### config.mk
export PLATFORM = sky130hd
export DESIGN_NAME = regfile_access_ctrl
export DESIGN_NICKNAME = d
export VERILOG_FILES = /design/src/rtl/regfile_access_ctrl.sv
export SDC_FILE = /design/constraint.sdc
export NUM_CORES = 1
export LEC_CHECK = 0
export ABC_AREA = 1
export ABC_CLOCK_PERIOD_IN_PS = 2500
export CAP_MARGIN = 30
export CORE_MARGIN = 1.5
export CORE_UTILIZATION = 29
export DETAILED_ROUTE_END_ITERATION = 10
export SLEW_MARGIN = 20
export SYNTH_ARGS = -nofsm -noshare
export SYNTH_HDL_FRONTEND = slang
export SYNTH_SLANG_ARGS = --single-unit
### constraint.sdc
create_clock -name clock -period 2.5 [get_ports clock]
set_clock_uncertainty 0.2 [all_clocks]
set_input_delay 0.625 -clock clock [delete_from_list [all_inputs] [get_ports clock]]
set_output_delay 0.625 -clock clock [all_outputs]
set_load 0.02 [all_outputs]
### src/rtl/regfile_access_ctrl.sv
// ---------------------------------------------------------------------------
// regfile_access_ctrl
//
// Sequencing and arbitration controller in front of the single-write,
// two-read 16x32 register file of the multi-cycle processor.
//
// Two requesters share the file:
//   requester 0 : control-unit datapath
//   requester 1 : load/debug path
// Each one issues either a read-pair (RA, RB) or a single write (RW, BusW).
// The controller grants one operation at a time, round-robin. It latches the
// granted operation and drives the register file ports from those latches. It
// also absorbs the file's registered read latency and returns the result with
// a one-cycle response pulse.
//
// Ports:
//   clock, reset              system clock; synchronous active-high reset
//   reqN_valid / reqN_ready   request handshake, accepted when both are high
//   reqN_write                1 = write, 0 = read-pair
//   reqN_ra, reqN_rb          read indices
//   reqN_rw, reqN_wdata       write index and write data
//   rsp_valid                 one-cycle completion pulse
//   rsp_id                    requester that owns the response
//   rsp_write                 completed operation was a write
//   rsp_err                   write targeted R0 and was dropped
//   rsp_a, rsp_b              read data (0 for writes), held until next rsp
//   rf_RegWr, rf_RA, rf_RB,
//   rf_RW, rf_BusW            register file control/write side
//   rf_BusA, rf_BusB          register file read data (registered in file)
//
// Parameters:
//   DATA_W  register data width
//   ADDR_W  register index width
//   RD_LAT  clock edges from presenting RA/RB to BusA/BusB valid (1..3)
// ---------------------------------------------------------------------------
module regfile_access_ctrl #(
  parameter int DATA_W = 32,
  parameter int ADDR_W = 4,
  parameter int RD_LAT = 1
) (
  input  logic              clock,
  input  logic              reset,

  input  logic              req0_valid,
  output logic              req0_ready,
  input  logic              req0_write,
  input  logic [ADDR_W-1:0] req0_ra,
  input  logic [ADDR_W-1:0] req0_rb,
  input  logic [ADDR_W-1:0] req0_rw,
  input  logic [DATA_W-1:0] req0_wdata,

  input  logic              req1_valid,
  output logic              req1_ready,
  input  logic              req1_write,
  input  logic [ADDR_W-1:0] req1_ra,
  input  logic [ADDR_W-1:0] req1_rb,
  input  logic [ADDR_W-1:0] req1_rw,
  input  logic [DATA_W-1:0] req1_wdata,

  output logic              rsp_valid,
  output logic              rsp_id,
  output logic              rsp_write,
  output logic              rsp_err,
  output logic [DATA_W-1:0] rsp_a,
  output logic [DATA_W-1:0] rsp_b,

  output logic              rf_RegWr,
  output logic [ADDR_W-1:0] rf_RA,
  output logic [ADDR_W-1:0] rf_RB,
  output logic [ADDR_W-1:0] rf_RW,
  output logic [DATA_W-1:0] rf_BusW,
  input  logic [DATA_W-1:0] rf_BusA,
  input  logic [DATA_W-1:0] rf_BusB
);

  typedef enum logic [1:0] {
    IDLE  = 2'd0,
    WRITE = 2'd1,
    READ  = 2'd2,
    CAPT  = 2'd3
  } state_t;

  // Two bits cover the supported RD_LAT range of 1..3.
  localparam logic [1:0] CNT_INIT = 2'(RD_LAT - 1);

  state_t state;
  state_t state_next;

  logic [1:0] rd_cnt;
  logic       last_grant;

  // Latched copy of the granted operation.
  logic              lat_id;
  logic [ADDR_W-1:0] lat_ra;
  logic [ADDR_W-1:0] lat_rb;
  logic [ADDR_W-1:0] lat_rw;
  logic [DATA_W-1:0] lat_wdata;

  // Arbitration results and the winner's fields.
  logic              grant0;
  logic              grant1;
  logic              accept;
  logic              win_id;
  logic              win_write;
  logic [ADDR_W-1:0] win_ra;
  logic [ADDR_W-1:0] win_rb;
  logic [ADDR_W-1:0] win_rw;
  logic [DATA_W-1:0] win_wdata;

  // State register. Reset discards any operation in flight.
  always_ff @(posedge clock) begin
    if (reset) begin
      state <= IDLE;
    end else begin
      state <= state_next;
    end
  end

  // Next-state logic. A write spends exactly one cycle in WRITE. A read
  // spends RD_LAT cycles in READ while the file's read pipeline fills, then
  // one cycle in CAPT while BusA/BusB are valid.
  always_comb begin
    state_next = state;
    case (state)
      IDLE: begin
        if (accept) begin
          state_next = win_write ? WRITE : READ;
        end
      end
      WRITE: begin
        state_next = IDLE;
      end
      READ: begin
        if (rd_cnt == 2'd0) begin
          state_next = CAPT;
        end
      end
      CAPT: begin
        state_next = IDLE;
      end
      default: begin
        state_next = IDLE;
      end
    endcase
  end

  // Output logic: grant generation and the write strobe.
  // Grants are only offered in IDLE. On a tie, the requester that did not win
  // last time gets the grant. Reset is folded into the write strobe so that a
  // reset landing on the WRITE cycle keeps the file from committing at that
  // edge. Writes to R0 are never strobed into the file.
  always_comb begin
    grant0 = 1'b0;
    grant1 = 1'b0;
    if ((state == IDLE) && !reset) begin
      if (req0_valid && req1_valid) begin
        grant0 = last_grant;
        grant1 = ~last_grant;
      end else begin
        grant0 = req0_valid;
        grant1 = req1_valid;
      end
    end
    rf_RegWr = (state == WRITE) && !reset && (lat_rw != '0);
  end

  assign req0_ready = grant0;
  assign req1_ready = grant1;

  // Winner selection. Only one grant is ever high, so grant1 alone picks
  // the source of the fields.
  always_comb begin
    accept = grant0 | grant1;
    win_id = grant1;
    if (grant1) begin
      win_write = req1_write;
      win_ra    = req1_ra;
      win_rb    = req1_rb;
      win_rw    = req1_rw;
      win_wdata = req1_wdata;
    end else begin
      win_write = req0_write;
      win_ra    = req0_ra;
      win_rb    = req0_rb;
      win_rw    = req0_rw;
      win_wdata = req0_wdata;
    end
  end

  // Operation latches, round-robin pointer and read latency counter.
  // The latches are only loaded on an accept, so the file ports hold their
  // last value outside active states. last_grant resets to 1 so that
  // requester 0 wins the first tie.
  always_ff @(posedge clock) begin
    if (reset) begin
      last_grant <= 1'b1;
      rd_cnt     <= 2'd0;
      lat_id     <= 1'b0;
      lat_ra     <= '0;
      lat_rb     <= '0;
      lat_rw     <= '0;
      lat_wdata  <= '0;
    end else if (accept) begin
      last_grant <= win_id;
      rd_cnt     <= CNT_INIT;
      lat_id     <= win_id;
      lat_ra     <= win_ra;
      lat_rb     <= win_rb;
      lat_rw     <= win_rw;
      lat_wdata  <= win_wdata;
    end else if ((state == READ) && (rd_cnt != 2'd0)) begin
      rd_cnt <= rd_cnt - 2'd1;
    end
  end

  // Response register. rsp_valid pulses for one cycle at the closing edge of
  // WRITE or CAPT. The data fields are only updated on a response, so they
  // hold until the next one.
  always_ff @(posedge clock) begin
    if (reset) begin
      rsp_valid <= 1'b0;
      rsp_id    <= 1'b0;
      rsp_write <= 1'b0;
      rsp_err   <= 1'b0;
      rsp_a     <= '0;
      rsp_b     <= '0;
    end else begin
      rsp_valid <= 1'b0;
      if (state == WRITE) begin
        rsp_valid <= 1'b1;
        rsp_id    <= lat_id;
        rsp_write <= 1'b1;
        rsp_err   <= (lat_rw == '0);
        rsp_a     <= '0;
        rsp_b     <= '0;
      end else if (state == CAPT) begin
        rsp_valid <= 1'b1;
        rsp_id    <= lat_id;
        rsp_write <= 1'b0;
        rsp_err   <= 1'b0;
        rsp_a     <= rf_BusA;
        rsp_b     <= rf_BusB;
      end
    end
  end

  assign rf_RA   = lat_ra;
  assign rf_RB   = lat_rb;
  assign rf_RW   = lat_rw;
  assign rf_BusW = lat_wdata;

endmodule

After elaboration in Yosys (flattened, before gate mapping)
Cells that the tools add are included.
{"block": "word_totals", "register_bits": 118, "input_bits": 158, "out_inout_bits": 115}
{"block": "classes", "add_sub_neg": 1, "eq_ne": 5, "muxes": 20, "bitwise": 2, "n_reduce_logical": 16}
{"op": "32-bit 2-to-1 mux", "n": 1}
{"op": "1-bit 2-to-1 mux", "n": 12}
{"op": "4-bit 2-to-1 mux", "n": 3}
{"op": "2-bit 2-to-1 mux", "n": 3}
{"op": "2-bit case mux with 3 select lines", "n": 1}
{"op": "2-bit OR reduction", "n": 3}
{"op": "1-bit logical AND", "n": 5}
{"op": "2-bit equality test, second input constant", "n": 2}
{"op": "2-bit zero test", "n": 2}
{"op": "4-bit zero test", "n": 1}
{"op": "2-bit != test, second input constant", "n": 2}
{"op": "2-bit nonzero test", "n": 2}
{"op": "4-bit nonzero test", "n": 1}
{"op": "2-bit by 1-bit equality test with 1-bit output, second input constant", "n": 1}
{"op": "2-bit AND reduction", "n": 1}
{"op": "2-bit by 1-bit subtractor with 2-bit output, second input constant", "n": 1}
{"op": "1-bit zero test", "n": 1}
{"op": "1-bit inverter", "n": 1}
{"op": "1-bit bitwise OR", "n": 1}

Logic depth before layout (Yosys ltp)
{"block": "logic_depth", "depth_word": 7, "ltp_mapped": 10}

Least setup slack after synthesis
Ideal clock, no wire load.
{"block": "synth_path", "path_kind": "input-to-output", "from": "in reset", "to": "out req1_ready", "arrival_time_ns": 1.379, "required_ns": 1.675, "slack_ns": 0.296, "cell_stages": 7, "n_path_buf": 2, "path_cell_list": "inv_2 > nand2_2 > nor2_4 > nand2_2 > buf_6 > buf_6 > inv_1"}
{"block": "synth_via", "elab_chain_cells": 3}
{"item": "start: declaration", "line_no": "42", "source": "input logic reset,"}
{"item": "1-bit zero test", "line_no": "155", "source": "if ((state == IDLE) && !reset) begin"}
{"item": "1-bit logical AND", "line_no": "155"}
{"item": "1-bit 2-to-1 mux", "line_no": "155"}
{"item": "end: declaration", "line_no": "53", "source": "output logic req1_ready,"}
Every way passes these cells.

Final worst setup path
{"block": "layout_path", "from": "in reset", "to": "out rf_RegWr"}
{"block": "layout_via", "elab_chain_cells": 3}
{"item": "1-bit zero test", "line_no": "164", "source": "rf_RegWr = (state == WRITE) && !reset && (lat_rw != '0);"}
{"item": "1-bit logical AND (2 in series)", "line_no": "164"}
{"item": "end: declaration", "line_no": "67", "source": "output logic rf_RegWr,"}
Every way passes these cells.

==> out/qor.log <==
INFO  synthesis      synth_seq_cells=118
INFO  die            design.die.area=0.0179mm2
INFO  synthesis      postSynthNetCount=837
INFO  cts            post_cts.repair.setup_buffers=0
INFO  detailed_routing detailedRoute.firstPassIterationCount=4
INFO  global_route   globalRoute.busiestLayer=met2
INFO  hold_path      worst_hold_start=rsp_write
INFO  critical_path  cp.required=1.67ns
INFO  die            pin_count=273
INFO  synthesis      synth_top_cells_by_area=dfxtp_1, nand3_1, nand2_1, a21oi_1, or2_1
INFO  critical_path  timing.critical_path.cells=dlygate4sd2_1 -> nor2_2 -> nand2_1 -> a21oi_1 -> clkdlybuf4s15_2
INFO  pwr            p_per_area=703mW/mm2
INFO  sta            final_period_minus_worst_setup_slack=2.41ns
INFO  status         run_status=completed
INFO  cts            cts_tree=yes
INFO  sta            slew_headroom=0.538
INFO  final_layout   final_layout_size_suffix_gt1_frac=0.0932
INFO  sta            rsz0062_at_grt=false
INFO  cts            clock_transition_at_the_registers_of_the_reported_paths=0.06ns
INFO  critical_path  setup_crit_path_kind=primary input to primary output
INFO  final_layout   antenna_cells=0
INFO  final_layout   area_growth=72.1%
INFO  die            floorplan.rows=47
INFO  global_route   gr-usage-all-layers=0.180
INFO  placed_design  pre_cts_ws=-0.516ns
INFO  sta            setup_violations=0
INFO  detailed_routing drtAntennaViolNets=0
INFO  global_route   maximum_number_of_pins_on_one_net_before_global_route_repair=65
INFO  pwr            p_leak=3.48nW
INFO  synthesis      synthFlopType=dfxtp_1
INFO  critical_path  cp_top_family=buffers and inverters
INFO  critical_path  critPathBufInv=2
INFO  synthesis      synth_edf_count=0
INFO  pwr            vdd.ir_drop.worst=0.437mV
INFO  sta            final.setup.tns=0ns
INFO  sta            layout_worst_path_cycle_share=0.965
INFO  critical_path  critical-path-max-stage-delay=0.31ns
INFO  global_route   gr-usage-met2=0.284
INFO  synthesis      ys_async_sr_fraction=0
INFO  synthesis      synth_largest_area_cell=dfxtp_1
INFO  sta            finalHoldWorstSlack=0.256ns
INFO  critical_path  crit_path_arrival_time=1.59ns
INFO  detailed_routing num_vias=5,204
INFO  placed_design  port_buffers=272
INFO  final_layout   design.final.nets=1,101
INFO  hold_path      min_path_type=flop to flop
INFO  flow_run       maximum_capacitance_violations=0
INFO  global_route   grt_antenna_before_repair=0
INFO  detailed_routing vias_per_cell=4.43
INFO  die            initial_utilization=0.299
INFO  synthesis      synth.yosys.seq_area_share=0.475
INFO  critical_path  timing.critical_path.to_type=primary output
INFO  global_route   grt_first_pass_wirelength=25.4mm
INFO  detailed_routing detail_routed_net_length_per_standard_cell=13.7um
INFO  placed_design  dpl.hpwl=11.3mm
INFO  sta            timing_worst_slew_pin_value=0.693ns
INFO  sta            max_clock_freq=0.414GHz
INFO  synthesis      post-synth-top-area-fraction=0.475
INFO  critical_path  setup.worst_path.start_class=primary input
INFO  synthesis      syn_inst=678
INFO  critical_path  critical_path_peak_fanout=4
INFO  detailed_routing drt_iter0_drc=176
INFO  global_route   globalRoute.totalOverflow=0
INFO  critical_path  critical_path.startpoint=reset
INFO  placed_design  gp_routability_congestion=0.800
INFO  global_route   grt_use_met3=0.0903
INFO  synthesis      yosysWarnings=0
INFO  cts            cts-root-buf=clkbuf_16
INFO  global_route   grt_pass1_vias=4,867
INFO  cts            clkLatencyLatePin=0.41ns
INFO  sta            finalWorstSetupSlack=0.0873ns
INFO  sta            finalHoldViolCount=0
INFO  synthesis      syn-cell-area=0.00497mm2
INFO  cts            tritoncts.num_buffers=17
INFO  sta            count_of_final_max_slew_check_failures=0
INFO  detailed_routing drt_wl_total=16.1mm
INFO  die            floorplan_core_area=0.0166mm2
INFO  die            dieHeight=134um
INFO  cts            cts.sinks=118
INFO  critical_path  reg_to_reg_startpoint=state[0]
INFO  cts            cts_buffer_depth=2
INFO  cts            cts_htree_levels=4
INFO  synthesis      post_synthesis_mean_instance_area=7.34um2
INFO  global_route   grt.met1_usage=0.211
INFO  die            die_w=134um
INFO  synthesis      synthDistinctLibCells=24
INFO  critical_path  worst_path_max_delay_cell=dlygate4sd2_1
INFO  detailed_routing drt_drc_violations_left=0
## worst register-to-register path, delay by kind of cell (launching register included)
family	cells	cell delay [ns]
simple gates	5	0.61
buf+inv	4	0.54
flops	1	0.34
## repair_timing
item,CTS,global route
hold buffers,0,0
gates resized for setup,12,1
endpoints found under the setup margin,3,1
gates cloned,0,0
## cells in the mapped netlist, types with 2 or more instances
cell type,number
a21oi_1,67
buf_2,18
buf_4,2
buf_6,5
clkbuf_1,21
dfxtp_1,118
inv_1,32
inv_2,24
nand2_1,183
nand2_2,3
nand3_1,139
nor2_1,9
nor2_4,2
o21ai_0,2
or2_1,44
## flip-flops by register name (all words and copies together), names as in the netlist, 2 cells and up
name,flops
rf_RA,4
rf_BusW,32
rf_RW,4
rsp_a,32
rsp_b,32
rf_RB,4
rd_cnt,2
state,2
## cell usage in the layout (no fill, tap or decap)
| master | instances |
|---|---|
| inv_6 | 1 |
| dfxtp_1 | 118 |
| o21ai_0 | 2 |
| clkbuf_16 | 17 |
| inv_2 | 24 |
| xor2_1 | 1 |
| clkinv_4 | 1 |
| nand3_1 | 139 |
| clkdlybuf4s15_2 | 2 |
| nor2_2 | 1 |
| a22o_1 | 1 |
| buf_12 | 2 |
| a21oi_1 | 67 |
| clkdlybuf4s50_1 | 267 |
| ha_1 | 1 |
| nor2_1 | 8 |
| clkbuf_8 | 1 |
| inv_1 | 32 |
| buf_2 | 1 |
| dlymetal6s2s_1 | 1 |
| nand3_2 | 1 |
| nor2_4 | 2 |
| a21oi_4 | 1 |
| or2_2 | 1 |
| nand2_1 | 182 |
| or2_1 | 44 |
| o21ai_4 | 1 |
| clkinvlp_4 | 2 |
| clkbuf_1 | 1 |
| clkinv_2 | 4 |
| bufinv_16 | 5 |
| buf_4 | 18 |
| nand3b_1 | 1 |
| nand2_2 | 4 |
| dlygate4sd2_1 | 1 |
## logic make-up after synthesis
logic type                 Yosys count  share of synthesized area
xor gates and xnor gates             1                    0.00176
buffers and inverters              103                     0.0913
and+or+nand+nor                    383                      0.353
AOI/OAI and AO/OA                   72                     0.0762
DFF                                118                      0.475
adders and majority gates            1                    0.00252
## worst paths after layout
check / endpoint / slack, ns / cells after the start
setup / recovery: rf_RegWr / 0.09 / 5
hold / removal: rsp_write / 0.26 / 2
setup reg to reg: rf_BusW[20] / 0.71 / 9
hold reg to reg: rsp_write / 0.26 / 2
## per-stage QoR
step | power (mW) | std cells | utilization | cell area [um2]
floorplan | 2.76 | 678 | - | 4970
global placement | 3.39 | 1143 | 0.475 | 7910
detailed placement | 3.39 | 1143 | 0.475 | 7910
CTS | 6.09 | 1175 | 0.514 | 8560
global route | 6.30 | 1175 | 0.514 | 8560
finish | 6.02 | 1175 | 0.514 | 8560
## routing by layer
metal / wire length [um] / vias up / share of wire
met5: 0 / - / 0
met4: 212 / 0 / 0.013
met3: 1920 / 17 / 0.12
met2: 7140 / 212 / 0.44
met1: 6870 / 2272 / 0.43
li1: - / 2703 / -
## where the power goes
group | internal (mW) | total, mW | switching [mW] | leakage, nW
sequential | 2.01 | 2.07 | 0.0660 | 0.962
clock | 1.79 | 2.67 | 0.878 | 0.313
combinational | 0.642 | 1.27 | 0.630 | 2.20
## final cells by class
cell class | count | area (um2)
multi-input cells | 457 | 2170
fillers | 1620 | 8080
repair buffers | 292 | 2900
clock inverters | 13 | 203
inverters | 56 | 210
clock buffers | 19 | 443
flip-flops and latches | 118 | 2360
well taps | 220 | 275
Power figures use the tool's default switching activity.
